[src/rtl/touch_pkg.sv]
// Shared types for the touch event decoder: FSM state encodings, panel size and region record.
package touch_pkg;

  localparam int unsigned H_ACT   = 1024;
  localparam int unsigned V_ACT   = 600;
  localparam int unsigned COORD_W = 32;
  localparam int unsigned PAGE_W  = 3;

  typedef logic [2:0] state_t;

  localparam state_t ST_IDLE     = 3'd0;
  localparam state_t ST_DEBOUNCE = 3'd1;
  localparam state_t ST_PRESSED  = 3'd2;
  localparam state_t ST_LONG     = 3'd3;
  localparam state_t ST_WAIT_REL = 3'd4;

  // Coordinates are stored zero-extended so the record is independent of the port width.
  typedef struct packed {
    logic                en;
    logic [PAGE_W-1:0]   page;
    logic [COORD_W-1:0]  x0;
    logic [COORD_W-1:0]  x1;
    logic [COORD_W-1:0]  y0;
    logic [COORD_W-1:0]  y1;
  } region_t;

  function automatic logic region_hit(input region_t r, input logic [COORD_W-1:0] x,
                                      input logic [COORD_W-1:0] y, input logic [PAGE_W-1:0] page);
    return r.en && (r.page == page) && (x >= r.x0) && (x <= r.x1) && (y >= r.y0) && (y <= r.y1);
  endfunction

endpackage

[src/rtl/touch_event_decoder_if.sv]
// Touch panel, region-configuration and event signals of the touch event decoder.
interface touch_event_decoder_if #(
  parameter int unsigned N_BTN = 16,
  parameter int unsigned CW    = 16
);
  localparam int unsigned IDW = $clog2(N_BTN);

  logic             touch_valid;
  logic [CW-1:0]    x;
  logic [CW-1:0]    y;
  logic [2:0]       page;
  logic             cfg_we;
  logic [IDW-1:0]   cfg_idx;
  logic [CW-1:0]    cfg_x0;
  logic [CW-1:0]    cfg_x1;
  logic [CW-1:0]    cfg_y0;
  logic [CW-1:0]    cfg_y1;
  logic [2:0]       cfg_page;
  logic             cfg_en;
  logic [N_BTN-1:0] click;
  logic [N_BTN-1:0] long_press;
  logic             held;
  logic [IDW-1:0]   btn_id;

  modport master (
    output touch_valid, x, y, page, cfg_we, cfg_idx, cfg_x0, cfg_x1, cfg_y0, cfg_y1, cfg_page, cfg_en,
    input  click, long_press, held, btn_id
  );

  modport slave (
    input  touch_valid, x, y, page, cfg_we, cfg_idx, cfg_x0, cfg_x1, cfg_y0, cfg_y1, cfg_page, cfg_en,
    output click, long_press, held, btn_id
  );

endinterface

[src/rtl/touch_region_lut.sv]
// Region table registers plus lowest-index-wins hit encoder, registered outputs.
module touch_region_lut
  import touch_pkg::*;
#(
  parameter int unsigned N_BTN = 16,
  parameter int unsigned IDW   = $clog2(N_BTN)
) (
  input  logic               clk,
  input  logic               reset,
  input  logic               touch_valid,
  input  logic [COORD_W-1:0] x,
  input  logic [COORD_W-1:0] y,
  input  logic [PAGE_W-1:0]  page,
  input  logic               cfg_we,
  input  logic [IDW-1:0]     cfg_idx,
  input  region_t            cfg_rec,
  output logic               hit,
  output logic [IDW-1:0]     id
);

  region_t        region_q [N_BTN];
  region_t        region_d [N_BTN];
  logic           hit_d, hit_q;
  logic [IDW-1:0] id_d, id_q;

  always_comb begin
    hit_d = 1'b0;
    id_d  = '0;
    for (int k = 0; k < N_BTN; k++) begin
      region_d[k] = region_q[k];
      if (cfg_we && (cfg_idx == IDW'(k))) region_d[k] = cfg_rec;
    end
    // Descending scan so the lowest matching index is the one left standing.
    for (int k = N_BTN - 1; k >= 0; k--) begin
      if (touch_valid && region_hit(region_q[k], x, y, page)) begin
        hit_d = 1'b1;
        id_d  = IDW'(k);
      end
    end
  end

  always_ff @(posedge clk or negedge reset) begin
    if (!reset) begin
      for (int k = 0; k < N_BTN; k++) region_q[k] <= '0;
      hit_q <= 1'b0;
      id_q  <= '0;
    end else begin
      for (int k = 0; k < N_BTN; k++) region_q[k] <= region_d[k];
      hit_q <= hit_d;
      id_q  <= id_d;
    end
  end

  assign hit = hit_q;
  assign id  = id_q;

endmodule

[src/rtl/touch_event_decoder.sv]
// Debounced touch-region decoder producing click, long-press and held indications.
module touch_event_decoder
  import touch_pkg::*;
#(
  parameter int unsigned N_BTN    = 16,
  parameter int unsigned CW       = 16,
  parameter int unsigned DEB_CYC  = 50000,
  parameter int unsigned LONG_CYC = 25000000
) (
  input logic                  clk,
  input logic                  reset,
  touch_event_decoder_if.slave bus
);

  localparam int unsigned IDW     = $clog2(N_BTN);
  localparam int unsigned MAX_CYC = (DEB_CYC > LONG_CYC) ? DEB_CYC : LONG_CYC;
  localparam int unsigned CNT_W   = $clog2(MAX_CYC + 1);
  localparam int unsigned REL_W   = $clog2(DEB_CYC + 1);

  region_t          cfg_rec;
  logic             hit;
  logic [IDW-1:0]   hit_id;
  state_t           state_d, state_q;
  logic [IDW-1:0]   id_d, id_q;
  logic [CNT_W-1:0] cnt_d, cnt_q, cnt_inc;
  logic [REL_W-1:0] rel_d, rel_q, rel_inc;
  logic [N_BTN-1:0] click_d, click_q, long_d, long_q;
  logic             held_d, held_q;
  logic [IDW-1:0]   btn_id_d, btn_id_q;
  logic             present, lost_done;

  always_comb begin
    cfg_rec      = '0;
    cfg_rec.en   = bus.cfg_en;
    cfg_rec.page = bus.cfg_page;
    cfg_rec.x0   = COORD_W'(bus.cfg_x0);
    cfg_rec.x1   = COORD_W'(bus.cfg_x1);
    cfg_rec.y0   = COORD_W'(bus.cfg_y0);
    cfg_rec.y1   = COORD_W'(bus.cfg_y1);
  end

  touch_region_lut #(.N_BTN(N_BTN), .IDW(IDW)) u_lut (
    .clk         (clk),
    .reset       (reset),
    .touch_valid (bus.touch_valid),
    .x           (COORD_W'(bus.x)),
    .y           (COORD_W'(bus.y)),
    .page        (bus.page),
    .cfg_we      (bus.cfg_we),
    .cfg_idx     (bus.cfg_idx),
    .cfg_rec     (cfg_rec),
    .hit         (hit),
    .id          (hit_id)
  );

  // Page change, disabled region or sliding away all show up as the captured id no longer hitting.
  always_comb begin
    state_d   = state_q;
    id_d      = id_q;
    cnt_d     = cnt_q;
    rel_d     = rel_q;
    click_d   = '0;
    long_d    = '0;
    present   = hit && (hit_id == id_q);
    lost_done = !present && (rel_q == REL_W'(DEB_CYC - 1));
    cnt_inc   = (cnt_q == CNT_W'(MAX_CYC)) ? cnt_q : cnt_q + CNT_W'(1);
    rel_inc   = (rel_q == REL_W'(DEB_CYC)) ? rel_q : rel_q + REL_W'(1);

    case (state_q)
      ST_IDLE: begin
        if (hit) begin
          state_d = ST_DEBOUNCE;
          id_d    = hit_id;
          cnt_d   = '0;
          rel_d   = '0;
        end
      end
      ST_DEBOUNCE: begin
        if (!present) begin
          state_d = ST_IDLE;
          cnt_d   = '0;
        end else if (cnt_q == CNT_W'(DEB_CYC - 1)) begin
          state_d = ST_PRESSED;
          cnt_d   = '0;
          rel_d   = '0;
        end else begin
          cnt_d = cnt_inc;
        end
      end
      ST_PRESSED: begin
        cnt_d = cnt_inc;
        rel_d = present ? REL_W'(0) : rel_inc;
        if (lost_done) begin
          click_d = N_BTN'(1) << id_q;
          state_d = bus.touch_valid ? ST_WAIT_REL : ST_IDLE;
          rel_d   = '0;
        end else if (cnt_q == CNT_W'(LONG_CYC - 1)) begin
          long_d  = N_BTN'(1) << id_q;
          state_d = ST_LONG;
        end
      end
      ST_LONG: begin
        rel_d = present ? REL_W'(0) : rel_inc;
        if (lost_done) begin
          state_d = ST_WAIT_REL;
          rel_d   = '0;
        end
      end
      ST_WAIT_REL: begin
        rel_d = bus.touch_valid ? REL_W'(0) : rel_inc;
        if (!bus.touch_valid && (rel_q == REL_W'(DEB_CYC - 1))) begin
          state_d = ST_IDLE;
          rel_d   = '0;
        end
      end
      default: state_d = ST_IDLE;
    endcase

    held_d   = (state_d == ST_PRESSED) || (state_d == ST_LONG);
    btn_id_d = held_d ? id_d : '0;
  end

  always_ff @(posedge clk or negedge reset) begin
    if (!reset) begin
      state_q  <= ST_IDLE;
      id_q     <= '0;
      cnt_q    <= '0;
      rel_q    <= '0;
      click_q  <= '0;
      long_q   <= '0;
      held_q   <= 1'b0;
      btn_id_q <= '0;
    end else begin
      state_q  <= state_d;
      id_q     <= id_d;
      cnt_q    <= cnt_d;
      rel_q    <= rel_d;
      click_q  <= click_d;
      long_q   <= long_d;
      held_q   <= held_d;
      btn_id_q <= btn_id_d;
    end
  end

  assign bus.click      = click_q;
  assign bus.long_press = long_q;
  assign bus.held       = held_q;
  assign bus.btn_id     = btn_id_q;

endmodule

[src/flat_wrapper.sv]
// flat-port wrapper written by rule: the top's interface ports become plain ports
module touch_event_decoder_flat import touch_pkg::*;
#(
  parameter int unsigned N_BTN    = 16,
  parameter int unsigned CW       = 16,
  parameter int unsigned DEB_CYC  = 50000,
  parameter int unsigned LONG_CYC = 25000000
)
  (clk, reset, bus_touch_valid, bus_x, bus_y, bus_page, bus_cfg_we, bus_cfg_idx, bus_cfg_x0, bus_cfg_x1, bus_cfg_y0, bus_cfg_y1, bus_cfg_page, bus_cfg_en, bus_click, bus_long_press, bus_held, bus_btn_id);
  touch_event_decoder_if #(.N_BTN(N_BTN), .CW(CW)) bus_i ();
  input logic clk;
  input logic reset;
  input wire logic [$bits(bus_i.touch_valid)-1:0] bus_touch_valid;
  input wire logic [$bits(bus_i.x)-1:0] bus_x;
  input wire logic [$bits(bus_i.y)-1:0] bus_y;
  input wire logic [$bits(bus_i.page)-1:0] bus_page;
  input wire logic [$bits(bus_i.cfg_we)-1:0] bus_cfg_we;
  input wire logic [$bits(bus_i.cfg_idx)-1:0] bus_cfg_idx;
  input wire logic [$bits(bus_i.cfg_x0)-1:0] bus_cfg_x0;
  input wire logic [$bits(bus_i.cfg_x1)-1:0] bus_cfg_x1;
  input wire logic [$bits(bus_i.cfg_y0)-1:0] bus_cfg_y0;
  input wire logic [$bits(bus_i.cfg_y1)-1:0] bus_cfg_y1;
  input wire logic [$bits(bus_i.cfg_page)-1:0] bus_cfg_page;
  input wire logic [$bits(bus_i.cfg_en)-1:0] bus_cfg_en;
  output wire logic [$bits(bus_i.click)-1:0] bus_click;
  output wire logic [$bits(bus_i.long_press)-1:0] bus_long_press;
  output wire logic [$bits(bus_i.held)-1:0] bus_held;
  output wire logic [$bits(bus_i.btn_id)-1:0] bus_btn_id;
  assign bus_i.touch_valid = bus_touch_valid;
  assign bus_i.x = bus_x;
  assign bus_i.y = bus_y;
  assign bus_i.page = bus_page;
  assign bus_i.cfg_we = bus_cfg_we;
  assign bus_i.cfg_idx = bus_cfg_idx;
  assign bus_i.cfg_x0 = bus_cfg_x0;
  assign bus_i.cfg_x1 = bus_cfg_x1;
  assign bus_i.cfg_y0 = bus_cfg_y0;
  assign bus_i.cfg_y1 = bus_cfg_y1;
  assign bus_i.cfg_page = bus_cfg_page;
  assign bus_i.cfg_en = bus_cfg_en;
  assign bus_click = bus_i.click;
  assign bus_long_press = bus_i.long_press;
  assign bus_held = bus_i.held;
  assign bus_btn_id = bus_i.btn_id;
  touch_event_decoder #(.N_BTN(N_BTN), .CW(CW), .DEB_CYC(DEB_CYC), .LONG_CYC(LONG_CYC)) u_core (.clk(clk), .reset(reset), .bus(bus_i));
endmodule
[config.mk]
export PLATFORM = sky130hd
export DESIGN_NAME = touch_event_decoder_flat
export DESIGN_NICKNAME = d
export VERILOG_FILES = /design/src/rtl/touch_pkg.sv /design/src/rtl/touch_event_decoder_if.sv /design/src/rtl/touch_region_lut.sv /design/src/rtl/touch_event_decoder.sv /design/src/flat_wrapper.sv
export SDC_FILE = /design/constraint.sdc
export NUM_CORES = 2
export LEC_CHECK = 0
export CAP_MARGIN = 0
export CORE_MARGIN = 3
export CORE_UTILIZATION = 60
export DETAILED_ROUTE_END_ITERATION = 16
export DONT_BUFFER_PORTS = 1
export MAX_ROUTING_LAYER = met4
export PLACE_DENSITY_LB_ADDON = 0.3
export SLEW_MARGIN = 10
export SYNTH_ARGS = -nofsm -noshare
export SYNTH_HDL_FRONTEND = slang
export SYNTH_SLANG_ARGS = --single-unit
[constraint.sdc]
create_clock -name clk -period 6.4 [get_ports clk]
set_clock_uncertainty 0.05 [all_clocks]
set_input_delay 1.6 -clock clk [delete_from_list [all_inputs] [get_ports clk]]
set_output_delay 1.6 -clock clk [all_outputs]
set_load 0.05 [all_outputs]
=== After elaboration in Yosys (flattened, before gate mapping) ===
Index checks and enable logic that the tools add are counted.
W data, S select, Z words.

* Div/mod/pow operators: 0
* Shift-type cells: 1
* Equal/unequal tests: 46
* Reductions and logical operators: 125
* Multiply operators: 0
* Add/sub/neg operators: 2
* Magnitude comparators: 64
* Muxes and demuxes: 63
* Bitwise operators: 0

{| class="wikitable"
|+ Operators by type and width
! cell !! number
|-
| $ge A16 B16 Y1 || 32
|-
| $le A16 B16 Y1 || 32
|-
| $mux W16 || 13
|-
| $logic_and A1 B1 Y1 || 115
|-
| $mux W25 || 4
|-
| $mux W4 || 19
|-
| $pmux W25 S3 || 1
|-
| $pmux W16 S4 || 1
|-
| $eq A25 B25 Y1 const B || 2
|-
| $eq A3 B3 Y1 || 16
|-
| $eq A16 B16 Y1 const B || 2
|-
| $eq A4 B4 Y1 const B || 8
|-
| $add A25 B1 Y25 const B || 1
|-
| $eq A25 B16 Y1 const B || 1
|-
| $mux W3 || 8
|-
| $add A16 B1 Y16 const B || 1
|-
| $eq A4 B3 Y1 const B || 4
|-
| $mux W1 || 16
|-
| $shl A1 B4 Y16 const A || 1
|-
| $pmux W3 S5 || 1
|-
| $eq A3 B2 Y1 const B || 4
|-
| $eq A4 B2 Y1 const B || 2
|-
| $eq A4 B1 Y1 const B || 1
|-
| $eq A4 B4 Y1 || 1
|-
| other kinds (13) || 15
|}

* Input port bits: 111
* RAM bits: 0
* Bits in latches: 0
* Output and inout bits: 37
* ROM bits: 0
* Memories kept: 0
* Logic and storage cells: 407
* Bits in registers: 1178

=== Logic depth before layout (Yosys ltp) ===
* Depth in word-level cells: 23
* Gate-level depth with buffers: 11
* Depth with buffers taken out: 11

=== By module ===
From an unflattened synthesis, not the netlist that was laid out.

* Cell total of the unflattened synthesis: 13638
* Area total of the unflattened synthesis: 131705.1 sq um

{| class="wikitable"
|+ By module, submodules not included
! module !! times used !! area each (sq um) !! cells an instance
|-
| touch_region_lut || 1 || 127602.4 || 13211
|-
| touch_event_decoder || 1 || 4102.7 || 427
|}

=== Least setup slack after synthesis ===
Ideal clock, no wire load.

* Path type: input port to flip-flop
* Start point: input bus_x[0]
* End point: register u_core.u_lut.id_q[3] (netlist: u_core.u_lut.id[3])
* Data required time: 6.270 ns
* Buffers on the path: 0
* Setup slack: 1.989 ns
* Arrival: 4.281 ns
* Cell stages on the path: 11
* Setup time: 0.080 ns
* Cells stage by stage: inv_1 -> ha_1 -> nand2b_1 -> a211oi_1 -> o21bai_1 -> a2111o_1 -> a221oi_1 -> a211o_1 -> a21boi_0 -> nor2b_1 -> nor3b_2

* Longest elaborated chain between the ends: 22
* Elaborated cells on any way between the ends: 128
* Classes of those cells: 32 x order compare; 16 x mux; 80 x reduce/logical

{| class="wikitable"
|+ RTL lines
! element !! line !! source
|-
| start, declared || flat_wrapper.sv:14 || <nowiki>input wire logic [$bits(bus_i.x)-1:0] bus_x;</nowiki>
|-
| $ge A16 B16 Y1 || touch_pkg.sv:29 || <nowiki>return r.en && (r.page == page) && (x >= r.x0) && (x <= r.x1) && (y >= r.y0) && (y <= r.y1);</nowiki>
|-
| $logic_and A1 B1 Y1 (4 in series) || touch_pkg.sv:29 ||
|-
| $logic_and A1 B1 Y1 || touch_region_lut.sv:35 || <nowiki>if (touch_valid && region_hit(region_q[k], x, y, page)) begin</nowiki>
|-
| $mux W4 (15 in series) || touch_region_lut.sv:35 ||
|-
| $mux W4 (*) || touch_region_lut.sv:35 ||
|-
| via u_core.u_lut.id_d[3] || touch_region_lut.sv:24 || <nowiki>logic [IDW-1:0] id_d, id_q;</nowiki>
|-
| end signal, assigned || touch_region_lut.sv:50 || <nowiki>id_q <= id_d;</nowiki>
|-
| end, declared || touch_region_lut.sv:24 ||
|}

Mark *: on every way through the listed nets, which the timed path passes. The rest lies on a longest branch.
A chain may end at the register's enable or synchronous reset.

=== Worst setup path in the final report ===
* Start point: input bus_x[0]
* End point: register u_core.u_lut.hit_q (netlist: u_core.u_lut.hit)

* Longest elaborated chain between the ends: 22
* Elaborated cells on any way between the ends: 128
* Classes of those cells: 32 x order compare; 16 x mux; 80 x reduce/logical

{| class="wikitable"
|+ RTL lines
! element !! line !! source
|-
| $ge A16 B16 Y1 || touch_pkg.sv:29 ||
|-
| $logic_and A1 B1 Y1 (4 in series) || touch_pkg.sv:29 ||
|-
| $logic_and A1 B1 Y1 || touch_region_lut.sv:35 ||
|-
| $mux W1 (15 in series) || touch_region_lut.sv:35 ||
|-
| $mux W1 (*) || touch_region_lut.sv:35 ||
|-
| via u_core.u_lut.hit_d || touch_region_lut.sv:23 || <nowiki>logic hit_d, hit_q;</nowiki>
|-
| end signal, assigned || touch_region_lut.sv:49 || <nowiki>hit_q <= hit_d;</nowiki>
|-
| end, declared || touch_region_lut.sv:23 ||
|}

Marks and branches as above.

==> key figures <==
Outcome
  • Status: finished, final reports clean

Global route
  • Largest net degree at the start of global routing: 251
  • Initial antenna violation count: 5
  • First-pass GRT wire length: roughly 310 mm
  • Vias in the first global route: between 50000 and 60000
  • Total global routing overflow: 0
  • GR Util All Layers: 34.2%

Clock tree
  • CTS tree: done
  • Worst skew pair latency: around 0.75 ns
  • Num CTS Buffers: about 130
  • CTS resizes: 0
  • Worst-path clk slew: around 0.06 ns
  • Postcts setup bufs: 0
  • Total number of H-tree levels: 4
  • Clock root buffer: clkbuf_16
  • Clock buffer depth: 3
  • Hold-fix buffer count after cts: 0
  • Clk sinks: roughly 1200

Die
  • Initial Util: approximately 61%
  • Boundary pin count: about 150
  • Cell row count: roughly 120
  • Core Box Area: 0.115 mm^2
  • Die area: 0.120 mm^2
  • Die width: approximately 350 um
  • Die H: about 350 um

Power
  • Total power: 23.8 mW
  • Leak pwr: 36.6 nW
  • PwrDens: roughly 320 mW/mm^2
  • Max rail drop VDD: between 0.0002 and 0.0003 V

Worst setup path
  • Worst setup SP type: primary input
  • Crit path max fanout: 10
  • CP arrival: around 4.9 ns
  • CP required: around 7 ns
  • Endpoint type of the worst setup path: register
  • Class of the most critical setup path: primary input to register
  • Worst r2r path cells: 10

STA
  • # setup viols final: 0
  • Fin. Hold Viols: 0
  • Final min period: about 4.3 ns
  • Slew Viols, Final: 0
  • Fmax: about 230 MHz
  • Unrepaired setup endpoints after global routing: false
  • Max_slew headroom: 11.5%
  • Worst slew pin tran: 1.33 ns
  • Final Cycle Share: 67.5%
  • Setup TNS: 0 ns
  • Worst hold margin: about 0.44 ns

Place
  • Post-DP HPWL: roughly 120 mm
  • Final RePlAce weighted congestion: 0.904
  • Port buffer count: 0

Final layout
  • Share of layout cells above drive strength 1: ~11%
  • Area grow syn2layout: 8.62%
  • # fillers: a little under 9000
  • Final nets: 8112

Synthesis
  • Commonest register cell after synthesis: dfrtp_1
  • Seq cells post-synth: roughly 1200
  • Sequential-to-total area share from yosys stat: 42.5%
  • Area leader, netlist: dfrtp_1
  • Post-synth top cells: dfrtp_1, ha_1, inv_1
  • Most frequent cell after synthesis: dfrtp_1
  • Post-synth EDFFs: 0
  • Mapped Area: just under 0.07 mm^2
  • Yosys warning count: 0
  • Main area contributors after synthesis: dfrtp_1, ha_1, mux2_2
  • Distinct cells, synth: 75
  • Mean post-synth cell area: roughly 10 um^2
  • Syn Inst Count: 7073
  • Share of the synthesized area in the top cell type: between 40% and 50%
  • Net Count, Synth: 8212
  • Post-synth ARST share: 100%

Route
  • Routed WL per cell: around 23 um
  • Drt pass-1 iters: 6
  • Remaining DRCs: 0
  • DR iter-0 viols: ~4600
  • Post-route ant nets: 0
  • Vias per inst: 6.17
  • Total number of vias: 53000
  • Routed Wire Length: just under 200 mm

Min path
  • Hold path depth: 1
  • Worst min path class: register to register

Run
  • Max-cap violation count: 0
[report_power, final]
group / internal (mW) / switching (mW) / leakage (nW)
registers: 9.08 / 0.657 / 14.4
clock network: 4.56 / 3.20 / 2.15
logic: 2.82 / 3.52 / 20.0
total: 16.5 / 7.38 / 36.6
[path summary, 6_finish.rpt]
kind                                            from                           to  slack, ns
hold / removal                       u_core.rel_q[9]              u_core.rel_q[9]       0.44
setup reg to reg           u_core.u_lut.region_q[45]           u_core.u_lut.id[0]       2.86
setup / recovery                            bus_x[0]             u_core.u_lut.hit       2.08
max in group asynchronous                      reset  u_core.u_lut.region_q[1884]       2.90
hold reg to reg                      u_core.rel_q[9]              u_core.rel_q[9]       0.44
min in group asynchronous                      reset              u_core.rel_q[1]       0.51
[cell usage in the layout (no fill, tap or decap), types with 13 or more instances in the layout]
master,synthesis,final
and3_1,15,15
o31ai_1,16,16
mux2_2,492,492
nand2b_1,44,42
nor3_1,48,47
a21oi_1,290,290
xor2_1,50,50
ha_1,1028,1028
buf_4,1,25
o21bai_1,14,14
nand3_1,93,93
a211o_1,20,20
xnor2_1,21,21
o211ai_1,38,38
o21ai_0,770,770
clkbuf_8,0,31
and4_1,21,21
a21o_1,147,147
or4_1,14,14
nor2_1,163,154
a211oi_1,41,40
a221oi_1,13,13
a2111oi_0,32,31
or3_1,27,25
dfrtp_1,1178,1178
a31oi_1,23,23
o21a_1,49,49
clkinv_2,0,14
nor4_1,31,31
nor2b_1,56,55
nand4_1,157,157
inv_1,1007,1006
clkbuf_16,0,136
clkbuf_1,232,36
nand2_1,765,764
[worst max-delay path: stages]
cell and delay [ns]:
inv_1 0.51, buf_4 0.36, ha_1 0.26, nand2b_1 0.13
a2111oi_0 0.36, o21ai_0 0.14, a21o_1 0.21, a31oi_1 0.57
nor3b_1 0.13, a22oi_1 0.25, and3b_1 0.26, nand3b_1 0.09
[sequential cells by signal (all words and copies together) (netlist names)]
| signal | cells |
|---|---|
| u_core.u_lut.region_q | 1088 |
| u_core.cnt_q | 25 |
| u_core.bus.click | 16 |
| u_core.bus.long_press | 16 |
| u_core.rel_q | 16 |
| u_core.bus.btn_id | 4 |
| u_core.id_q | 4 |
| u_core.u_lut.id | 4 |
| u_core.state_q | 3 |
| u_core.bus.held | 1 |
| u_core.u_lut.hit | 1 |
[cell families (layout without fill, tap and decap cells)]
| kind of cell | count (synthesis) | count (layout) | synth area share [%] |
|---|---|---|---|
| AO/OA/AOI/OAI | 1536 | 1536 | 13.1 |
| AND/OR/NAND/NOR | 1484 | 1484 | 10.0 |
| buffers and inverters | 1283 | 1286 | 6.97 |
| flip-flops | 1178 | 1178 | 42.5 |
| adder cells (fa/ha/maj) | 1028 | 1028 | 18.5 |
| multiplexers | 493 | 493 | 8.00 |
| XOR/XNOR | 71 | 71 | 0.897 |
| other | 0 | 3 | 0 |
[metrics by stage]
stage               cell area (um^2)  cells  util (%)  setup slack, ns
global placement               70800   8349      61.9             1.40
CTS                            75300   8586      65.7             2.23
global route                   75300   8588      65.8             2.04
finish                         75300   8591      65.8             2.08
floorplan                      69400   7073         -             1.99
detailed placement             70900   8350      61.9             1.45
[final cells by class]
type / instances / area, um^2 / share of cell area [%]
diodes: 3 / 7.51 / 0.00997
clock buffers: 203 / 3970 / 5.26
clock inverters: 33 / 443 / 0.588
inverters: 1007 / 3780 / 5.02
multi-input cells: 4612 / 35200 / 46.7
flip-flops and latches: 1178 / 29500 / 39.1
well taps: 1512 / 1890 / 2.51
repair buffers: 43 / 608 / 0.807
[metal layers]
layer / GRT usage [%] / up-vias / part of all wire (%)
li1: - / 24200 / -
met5: - / - / 0
met1: 45.4 / 26200 / 42
met2: 52.3 / 2062 / 45
met4: 13.5 / 0 / 4.2
met3: 6.21 / 494 / 8.7
Note: power is estimated with default switching activity, not from simulation.
